$ cat src/rtl/core_pkg.sv
// Shared core definitions: stack-pointer update opcodes and reset value.
package core_pkg;

    localparam logic [2:0] SP_HOLD   = 3'b000;
    localparam logic [2:0] SP_DEC1   = 3'b001;
    localparam logic [2:0] SP_DEC2   = 3'b010;
    localparam logic [2:0] SP_INC1   = 3'b011;
    localparam logic [2:0] SP_INC2   = 3'b100;
    localparam logic [2:0] SP_INC4   = 3'b101;
    localparam logic [2:0] SP_DEC4   = 3'b110;
    localparam logic [2:0] SP_RELOAD = 3'b111;

    localparam logic [31:0] SP_INIT_DEFAULT = 32'h000F_FFFF;

endpackage

$ cat src/rtl/stack_pointer.sv
// Downward-growing stack pointer register.
// One update per clock, selected by Control_Mux.
module stack_pointer
    import core_pkg::*;
#(
    parameter int               WIDTH   = 32,
    parameter logic [WIDTH-1:0] SP_INIT = WIDTH'(SP_INIT_DEFAULT)
) (
    input  logic             clk,
    input  logic             Rst,
    input  logic [2:0]       Control_Mux,
    output logic [WIDTH-1:0] Output_Signal
);

    localparam logic [WIDTH-1:0] ONE  = WIDTH'(1);
    localparam logic [WIDTH-1:0] TWO  = WIDTH'(2);
    localparam logic [WIDTH-1:0] FOUR = WIDTH'(4);

    logic [WIDTH-1:0] sp_q;
    logic [WIDTH-1:0] sp_d;

    // Wrapping is intentional: no flags, no saturation.
    always_comb begin
        sp_d = sp_q;
        case (Control_Mux)
            SP_HOLD:   sp_d = sp_q;
            SP_DEC1:   sp_d = sp_q - ONE;
            SP_DEC2:   sp_d = sp_q - TWO;
            SP_INC1:   sp_d = sp_q + ONE;
            SP_INC2:   sp_d = sp_q + TWO;
            SP_INC4:   sp_d = sp_q + FOUR;
            SP_DEC4:   sp_d = sp_q - FOUR;
            SP_RELOAD: sp_d = SP_INIT;
            default:   sp_d = sp_q;
        endcase
    end

    always_ff @(posedge clk) begin
        if (Rst) begin
            sp_q <= SP_INIT;
        end else begin
            sp_q <= sp_d;
        end
    end

    assign Output_Signal = sp_q;

endmodule

$ cat config.mk
export PLATFORM = sky130hd
export DESIGN_NAME = stack_pointer
export DESIGN_NICKNAME = d
export VERILOG_FILES = /design/src/rtl/core_pkg.sv /design/src/rtl/stack_pointer.sv
export SDC_FILE = /design/constraint.sdc
export NUM_CORES = 1
export LEC_CHECK = 0
export CORE_MARGIN = 2
export CORE_UTILIZATION = 36
export CTS_CLUSTER_SIZE = 25
export DETAILED_ROUTE_END_ITERATION = 10
export SLEW_MARGIN = 20
export SYNTH_ARGS = -nofsm -noshare
export SYNTH_HDL_FRONTEND = slang
export SYNTH_SLANG_ARGS = --single-unit
$ cat constraint.sdc
create_clock -name clk -period 11.7 [get_ports clk]
set_input_delay 1.755 -clock clk [delete_from_list [all_inputs] [get_ports clk]]
set_output_delay 1.755 -clock clk [all_outputs]
set_load 0.01 [all_outputs]
**Yosys cells after proc, flatten, opt, wreduce, memory -nomap -nowiden**

Index checks and enable logic that the tools add are counted.

- $add $sub $neg: 6
- Equality and inequality tests: 7
- Muxes and demuxes: 1
- Reductions and logical operators: 1

Operators with widths:

| cell | count |
|---|---|
| $pmux W32 S7 | 1 |
| $add A32 B1 Y32 const B | 1 |
| $add A32 B2 Y32 const B | 1 |
| $add A32 B3 Y32 const B | 1 |
| $sub A32 B1 Y32 const B | 1 |
| $sub A32 B2 Y32 const B | 1 |
| $sub A32 B3 Y32 const B | 1 |
| $eq A3 B3 Y1 const B | 4 |
| $eq A3 B2 Y1 const B | 2 |
| $eq A3 B1 Y1 const B | 1 |
| $logic_not A3 Y1 | 1 |

- Register bits after elaboration: 32
- Input port bits: 5
- Output and inout port bits: 32
- Logic and storage cells: 16

**Longest topological paths before layout**

- Depth in word-level cells: 2
- Mapped depth: 16
- Gate-level depth less buffers: 13

**Least setup slack after synthesis**

OpenSTA, ideal clock, no wires.

- Path kind: input to register
- Start: in Control_Mux[0]
- End: reg sp_q[30] (netlist: Output_Signal[30])
- Library setup time: 0.081 ns
- Arrival time: 5.255 ns
- Path slack: 6.365 ns
- Cell stages on the path: 12
- Path through: clkbuf_1 > nor2b_1 > nand2_1 > ha_1 > clkbuf_1 > nand4_1 > nor3_1 > nand2_1 > o211ai_1 > a32oi_1 > o41a_1 > a41oi_1

- Word-level cells in the longest chain between the ends: 2
- Elaborated cells between the ends (all ways): 9
- Classes of those cells: 7 x eq/ne; 1 x mux; 1 x reduce/logical

RTL lines:

| item | line | source |
|---|---|---|
| from (decl) | stack_pointer.sv:11 | `input logic [2:0] Control_Mux,` |
| $eq A3 B3 Y1 (tied with other cells) | stack_pointer.sv:25 | `case (Control_Mux)` |
| $pmux W32 S7 | stack_pointer.sv:25 |  |
| to (signal assigned) | stack_pointer.sv:42 | `sp_q <= sp_d;` |
| to (decl) | stack_pointer.sv:19 | `logic [WIDTH-1:0] sp_q;` |

Several ways; a longest one is shown, not always the timed one.
A chain may end at the register's enable or synchronous reset.

**Final worst setup path**

- Start: in Control_Mux[1]
- End: reg sp_q[27] (netlist: Output_Signal[27])

The elaborated chain is that of the path after synthesis.

==> results.cfg <==
[timing]
worst_pin_slew_ns = 1.15
period_share_pct = 51.5
fin_worst_skew_ns = 0.00607
drv_slew = 0
layout_setup_ws_ns = 5.67
setup_viol = 0
rsz0062_at_grt = false
fmax_mhz = 166
finalCriticalPeriod_ns = 6.03
hold_viol = 0
fin_setup_tns_ns = 0
slew_headroom_pct = 23.1

[yosys]
synth_area_um2 = 7080
async_flop_share_pct = 0
ys_warn_count = 0
synth_nets = 1089
yosysUniqueCellTypes = 83
syn-instance-count = 1022
seq_area_frac_synth_pct = 9.04
synth_edf_count = 0
synth_area_leaders = ha_1 11%, dfxtp_1 9.0%, a21oi_1 6.1%
synthFlopType = dfxtp_1
synth_top_area_share_pct = 10.6
yosysTopAreaCell = ha_1
syn_avg_cell_area_um2 = 6.93
ys_ff_latch = 32

[placement]
port_buffers = 36
pre_cts_slack_ns = 5.44
globalplace.congestion = 1.01
hpwl_um = 20200

[worst_setup_path]
rr_worst_depth = 10
crit_path_start_kind = input pin
r2r_end = Output_Signal[30]
critPathSlowestCell = a2111oi_2
cp_cell_sequence = clkdlybuf4s50_1, buf_4, inv_1, nand2_1, nor2_1, inv_1, buf_4, ha_1, a211oi_1, o21bai_1, a2111oi_2, nor3_1, o31a_1, or4_1, nand3_1, a311oi_1
cp.arrival_ns = 6.19
r2r-start = Output_Signal[3]
crit_required_ns = 11.86
cp-end-kind = flip-flop
crit_start = Control_Mux[1]
r2r_slack_ns = 8.05
cp_max_fo = 37
slowest_delay_ns = 0.59
endpoint = Output_Signal[27]
path_class = input pin to flip-flop

[layout]
fillers = 2125
fin_nets = 1073
insertedDiodeCount = 0
final_layout_size_suffix_gt1_share_pct = 5.46
largest_reg_flops = 32
area_growth_pct = 8.87

[pwr]
power.share.sequential_pct = 19.0
combPwrFrac_pct = 69.3
ir_drop_uv = 57.7
p_sw_share_pct = 53.1
p_leak_uw = 0.00284
p_int_uw = 550
p_per_area_nw_per_um2 = 152
p_clk_share_pct = 11.7
power.switching_uw = 623

[die]
start_util_pct = 36.5
die_w_um = 144
die_h_um = 144
ios = 37
row_count = 51
fp.coreArea_um2 = 19400
fp.dieArea_um2 = 20800

[clock_network]
path_clk_slew_ns = 0.06
clock_latency_ns = 0.29
cts_buffer_depth = 2
ctsResizeCount = 0
root_buffer = clkbuf_16
post_cts_buffers = 0
cts_tree = built
htree_levels = 2
cts.sinks = 32
cts_made_buffers = 5
postCtsHoldBufs = 0

[detailed_routing]
met2_length_um = 11900
vias = 8257
top_layer = met4
drtIter0Drc = 944
routedWlPerCell_um = 21.2
vias_per_cell = 6.49
drt-pass1-iter-count = 5
drc = 0
ant_nets = 0
wl_um = 26900
met3WireLength_um = 2300
met1_length_um = 12200

[global_route]
grt_pass1_vias = 7417
grt_pass1_wl_um = 41900
grt_max_degree = 49
antenna_found_initial = 0
grt-ovfl-total = 0
track_usage_pct = 25.8

[run_status]
status = finished, final reports clean

[hold_path]
holdPathStages = 2
hold_path_class = flip-flop to flip-flop

[flow_run]
drv_cap = 0
==> final cells by class <==
cell class | count | area [um^2] | area share [%]
clock inverters | 3 | 18.8 | 0.243
clock buffers | 5 | 125 | 1.62
well taps | 265 | 332 | 4.30
repair buffers | 49 | 448 | 5.81
flip-flops and latches | 32 | 641 | 8.31
multi-input cells | 891 | 6050 | 78.4
inverters | 27 | 101 | 1.31
==> worst min-delay path by stage <==
stage,from,end,slack [ns]
6_report,Output_Signal[0],Output_Signal[0],0.64
5_1_grt,Output_Signal[0],Output_Signal[0],0.73
4_1_cts,Output_Signal[0],Output_Signal[0],0.64
3_5_place_dp,Output_Signal[0],Output_Signal[0],0.64
3_3_place_gp,Output_Signal[0],Output_Signal[0],0.62
2_1_floorplan,Output_Signal[0],Output_Signal[0],0.61
==> worst max-delay path, delay by kind of cell <==
kind / cells / cell delay (ns)
buf+inv: 5 / 1.58
compound gates: 5 / 1.44
fa+ha+maj: 1 / 0.37
simple gates: 5 / 1.01
==> power groups by stage <==
stage / Combinational, uW / Sequential [uW] / Clock, uW
final: 813 / 223 / 137
after global placement: 790 / 223 / 0
after floorplan: 601 / 175 / 0
after global routing: 893 / 229 / 139
after detailed placement: 790 / 222 / 0
after CTS: 796 / 220 / 137
==> cells by family (layout without fill, tap and decap cells) <==
family / Yosys count / in the layout / share of synthesized area [%]
and+or+nand+nor: 374 / 374 / 27.5
AOI/OAI and AO/OA: 373 / 373 / 35.9
buffers and inverters: 99 / 84 / 5.67
adders and majority gates: 65 / 65 / 11.6
xor gates and xnor gates: 63 / 63 / 7.98
DFF: 32 / 32 / 9.04
muxes: 16 / 16 / 2.31
==> per-layer routing <==
metal  up-vias  GRT usage [%]
li1       3941              -
met1      3914           38.3
met2       358           39.6
met3        44           2.75
met4         0           6.54
met5         -              0
==> layout by cell type, fill, tap and decap left out, types with 14 or more instances in the layout <==
cell / count
a31oi_1: 22
nand3_1: 24
o211ai_1: 15
o21a_1: 14
nor4_1: 20
inv_1: 27
a211oi_1: 19
a21o_1: 25
nand2_1: 81
nand4_1: 25
nor2_1: 78
dfxtp_1: 32
xor2_1: 17
xnor2_1: 45
or3_1: 19
ha_1: 60
o21ai_0: 64
a21oi_1: 87
nor3_1: 43
clkdlybuf4s50_1: 34
==> through the flow <==
step	cell area (um^2)	power [uW]	instances	hold WS (ns)	util, %
finish	7710	1170	1272	0.645	39.8
global route	7710	1260	1272	0.733	39.8
CTS	7710	1150	1272	0.645	39.8
detailed placement	7570	1010	1264	0.635	39.0
global placement	7570	1010	1264	0.624	39.0
floorplan	7080	776	1022	0.610	-
==> cell usage after synthesis (all sizes together), types with 8 or more instances <==
| master | n |
|---|---|
| or2 | 11 |
| nand2 | 81 |
| a21o | 25 |
| nor2 | 78 |
| ha | 60 |
| nand2b | 10 |
| and3 | 11 |
| or3 | 20 |
| inv | 27 |
| o21a | 14 |
| xnor2 | 45 |
| nand3 | 24 |
| o211a | 8 |
| a31oi | 22 |
| xor2 | 17 |
| buf | 21 |
| a21oi | 87 |
| nand4 | 25 |
| or4 | 17 |
| o21ai | 66 |
| a211oi | 19 |
| o211ai | 16 |
| o22ai | 9 |
| mux2i | 13 |
| a221oi | 13 |
| nor3 | 44 |
| nor4 | 20 |
| clkbuf | 51 |
| dfxtp | 32 |
Note: power is estimated with default switching activity, not from simulation.
